--- src/rtl/scan_feeder.sv ---
// rtl/scan_feeder.sv - serialises one padded block into scan_in chunks clocked by a generated scan_clk
// then holds core enable until the round stage reports completion.
module scan_feeder #(
  parameter int CHUNK_W   = 136,
  parameter int CHUNKS    = 8,
  parameter int SCLK_HALF = 2
) (
  input  logic                        clk,
  input  logic                        reset,
  input  logic                        blk_valid,
  input  logic [CHUNK_W*CHUNKS-1:0]   blk_data,
  output logic                        blk_ready,
  output logic [CHUNK_W-1:0]          scan_in,
  output logic                        scan_clk,
  output logic                        enable,
  input  logic                        core_done,
  output logic                        done
);

  localparam int BLK_W = CHUNK_W * CHUNKS;
  localparam int CNT_W = (CHUNKS > 1) ? $clog2(CHUNKS) : 1;
  localparam int PH_W  = (SCLK_HALF > 1) ? $clog2(SCLK_HALF) : 1;

  localparam logic [CNT_W-1:0] LAST_CHUNK = CNT_W'(CHUNKS - 1);
  localparam logic [PH_W-1:0]  LAST_PHASE = PH_W'(SCLK_HALF - 1);

  localparam logic [1:0] ST_IDLE = 2'd0;
  localparam logic [1:0] ST_LOW  = 2'd1;
  localparam logic [1:0] ST_HIGH = 2'd2;
  localparam logic [1:0] ST_RUN  = 2'd3;

  logic [1:0]       state;
  logic [BLK_W-1:0] shreg;
  logic [CNT_W-1:0] chunk_cnt;
  logic [PH_W-1:0]  phase_cnt;

  always_ff @(posedge clk or negedge reset) begin
    if (!reset) begin
      state     <= ST_IDLE;
      shreg     <= '0;
      chunk_cnt <= '0;
      phase_cnt <= '0;
      blk_ready <= 1'b0;
      scan_in   <= '0;
      scan_clk  <= 1'b0;
      enable    <= 1'b0;
      done      <= 1'b0;
    end else begin
      done <= 1'b0;
      case (state)
        ST_IDLE: begin
          if (blk_valid && blk_ready) begin
            // The first chunk is presented on the same edge that enters LOW.
            shreg     <= blk_data;
            scan_in   <= blk_data[BLK_W-1 -: CHUNK_W];
            chunk_cnt <= '0;
            phase_cnt <= '0;
            blk_ready <= 1'b0;
            state     <= ST_LOW;
          end else begin
            blk_ready <= 1'b1;
          end
        end
        ST_LOW: begin
          if (phase_cnt == LAST_PHASE) begin
            phase_cnt <= '0;
            scan_clk  <= 1'b1;
            state     <= ST_HIGH;
          end else begin
            phase_cnt <= phase_cnt + 1'b1;
          end
        end
        ST_HIGH: begin
          if (phase_cnt == LAST_PHASE) begin
            phase_cnt <= '0;
            scan_clk  <= 1'b0;
            if (chunk_cnt == LAST_CHUNK) begin
              enable <= 1'b1;
              state  <= ST_RUN;
            end else begin
              // Next chunk sits just below the top of the not-yet-shifted register.
              chunk_cnt <= chunk_cnt + 1'b1;
              shreg     <= shreg << CHUNK_W;
              scan_in   <= shreg[BLK_W-CHUNK_W-1 -: CHUNK_W];
              state     <= ST_LOW;
            end
          end else begin
            phase_cnt <= phase_cnt + 1'b1;
          end
        end
        ST_RUN: begin
          if (core_done) begin
            enable    <= 1'b0;
            done      <= 1'b1;
            blk_ready <= 1'b1;
            state     <= ST_IDLE;
          end
        end
        default: state <= ST_IDLE;
      endcase
    end
  end

endmodule

--- config.mk ---
export PLATFORM = sky130hd
export DESIGN_NAME = scan_feeder
export DESIGN_NICKNAME = d
export VERILOG_FILES = /design/src/rtl/scan_feeder.sv
export SDC_FILE = /design/constraint.sdc
export NUM_CORES = 2
export LEC_CHECK = 0
export ABC_AREA = 1
export CORE_AREA = 2 2 473 475
export DETAILED_ROUTE_END_ITERATION = 8
export DIE_AREA = 0 0 475 477
export DONT_BUFFER_PORTS = 1
export HOLD_SLACK_MARGIN = 0.06
export PLACE_DENSITY = 0.37
export SLEW_MARGIN = 10
export SYNTH_ARGS = -nofsm -noshare
export SYNTH_HDL_FRONTEND = slang
export SYNTH_SLANG_ARGS = --single-unit
--- constraint.sdc ---
create_clock -name clk -period 1.6 [get_ports clk]
set_input_delay 0.16 -clock clk [delete_from_list [all_inputs] [get_ports clk]]
set_output_delay 0.16 -clock clk [all_outputs]
set_load 0.005 [all_outputs]
==> metrics <==
Max-Slew Margin vs Limit 0.499; Clk pin slew, worst setup/hold paths 0.06 ns; post-synthesis net count 9251; # IOs 1232; CP peak stage delay 0.38 ns; GRT Overall Usage 0.226; final hold violations 0; CTS Buffer Depth 3; R2R Path End shreg[48]; top cells by area, synth dfrtp_1 (49%), nand2_1 (34%), nand3_1 (9.8%); Critical Path AT 2.68 ns; HP Class input port to register; largest net degree at the start of global routing 80; antenna viol nets, final 0; sw frac 0.446; clock sinks 1098; DR iter-0 viols 4738; worst hold stages 5; critical path endpoint category register; most frequent cells in the layout nand2_1 (5032), dfrtp_1 (1097), dlygate4sd3_1 (1093), nand3_1 (1081), buf_4 (267); share of the synthesized area in the top cell type 0.491; Overall Power 178 mW; sequential fraction of the synthesis area 0.491; routed length per instance 21.4 um; vias per inst 4.54; critical path launch point type register; maximum clock frequency 0.499 GHz; Cell Chain, Critical Path ha_2 > ha_4 > inv_2 > nand2_4 > nand2_8 > nand3_4 > buf_12 > buf_16 > buf_16 > clkbuf_16 > nand2_1 > nand2_1; RSZ-0062 raised after global routing yes; Mapped Area 0.0560 mm^2; Detail Placement HPWL 195000 um; Mapped Cells 8152; Comb pwr share 0.519; Final WS setup -0.404 ns; 1st-pass router iterations 8; CP required 2.27 ns; Yosys reg bits 1098; core area 0.221 mm^2; Final nets 10.4k; die boundary height between 400 and 500 um; clock latency on the worst-skew pair 0.79 ns; CTS tree yes; Synth Area per Inst 6.87 um^2; Reg power frac 0.289; GR Overflow Total 0; final worst path period share 1.25; max-slew violations 0; Syn. warnings 0; row count approximately 170; status finished with violations; first-pass GRT wire length 385000 um; DR vias 56.7k; dpl ws -0.472 ns; port bufs 0; Hold WS 0.134 ns; final setup vio count approximately 1.1k; initial core utilization 0.253; post-synthesis cell type count 16; failing checks setup timing; largest fanout on the critical path 11; Hold Startpoint blk_data[18]; P_int 98.5 mW; routability congestion estimate approximately 0.86; number of global-route vias before repair between 50k and 60k; Clk network pwr share 0.192; PD cells 2220 mW/mm^2; VDD IR-drop max 0.971 mV; Static Leak about 43 nW; worst setup path category register to register; layout cells sized above 1 0.0825; clk_skew 0.0423 ns; Num CTS Buffers approximately 150; DRC viols 0; r2r setup slk -0.40 ns; r2r startpoint chunk_cnt[0]; Die Width 475 um; Final Critical Period 2.00 ns; Reg2Reg Depth 12; max-cap violation count 0; Sw Pwr roughly 80 mW; CTS H-tree lvls 4; Die Area 0.227 mm^2; hold endpoint shreg[18]; commonest non-fill, non-tap cell in the layout nand2_1; initial antenna violation count 130; root buf cell clkbuf_16; WL final 267000 um; synthesis-to-layout area growth 43.2%; worst-margin pin slew roughly 0.75 ns; largest area contributor in the netlist dfrtp_1; slowest CP cell dfrtp_1
## layout make-up
cell class,instances,area (um^2)
multi-input cells,6312,25400
clock inverters,30,484
repair buffers,1594,17800
fillers,24000,141000
clock buffers,232,4490
well taps,2975,3720
inverters,152,599
flip-flops and latches,1098,27500
diodes,91,228
## critical path, delay by kind of cell (launching register included)
family / cells / cell delay [ns]
DFF: 1 / 0.38
buffers and inverters: 5 / 0.74
and+or+nand+nor: 5 / 0.37
adders and majority gates: 2 / 0.36
## timing repair
action / 4_1_cts / 5_1_grt
gates cloned: 16 / 20
setup endpoints to repair: 1096 / 1096
buffers inserted: 19 / 10
pin swaps: 2 / 0
endpoints found under the hold margin: 2192 / 0
hold buffers: 1093 / 0
resized for setup: 109 / 51
## stage by stage
step                utilization  cells  TNS (ns)  cell area, um^2
finish                    0.362  12500   -332.95            80200
global route              0.362  12500   -434.30            80100
CTS                       0.358  12400   -342.17            79200
detailed placement        0.281  11000   -424.85            62200
global placement          0.281  11000   -410.93            62200
floorplan                     -   8152    -43.28            56100
## worst max path at each step
| stage | start | to | slack [ns] |
|---|---|---|---|
| after floorplan | chunk_cnt[0] | shreg[792] | -0.05 |
| after global placement | state[1] | shreg[439] | -0.48 |
| after detailed placement | chunk_cnt[0] | shreg[355] | -0.47 |
| after CTS | chunk_cnt[0] | shreg[444] | -0.39 |
| after global routing | state[0] | shreg[755] | -0.49 |
| final | chunk_cnt[0] | shreg[48] | -0.40 |
## synth_stat cells (all sizes together)
cell type     n
buf         476
o211ai        2
a21oi         2
o21ai         6
nand4         1
ha            7
clkbuf      114
inv         152
nand3b        1
nand3      1092
nand2      5062
nor2        139
dfrtp      1098
## kinds of logic (layout without fill, tap and decap cells)
| kind of cell | Yosys count | after routing | share of synthesized area |
|---|---|---|---|
| AO/OA/AOI/OAI | 10 | 10 | 0.000983 |
| buffers and inverters | 742 | 2008 | 0.0603 |
| flip-flops | 1098 | 1098 | 0.491 |
| adder cells (fa/ha/maj) | 7 | 7 | 0.00156 |
| AND/OR/NAND/NOR | 6295 | 6295 | 0.446 |
| other | 0 | 91 | 0 |
## registers in the layout, indices dropped and copies added, names as in the netlist
name / flops
done: 1
phase_cnt: 1
scan_in: 136
scan_clk: 1
chunk_cnt: 3
blk_ready: 1
enable: 1
state: 2
shreg: 952
## power groups by stage
stage / logic (mW) / registers [mW] / clock network (mW)
global route: 102 / 52.8 / 36.1
global placement: 80.5 / 51.5 / 0
floorplan: 51.7 / 47.5 / 0
CTS: 89.6 / 51.2 / 34.9
finish: 92.2 / 51.4 / 34.1
detailed placement: 81.0 / 51.6 / 0
## layer usage
layer / GRT usage / routed length (um) / vias to the layer above
met5: 0 / 161 / -
met4: 0.0719 / 7410 / 28
met3: 0.0374 / 14300 / 404
met2: 0.343 / 118000 / 1806
met1: 0.326 / 127000 / 26900
li1: - / - / 27600
Note: power is estimated with default switching activity, not from simulation.
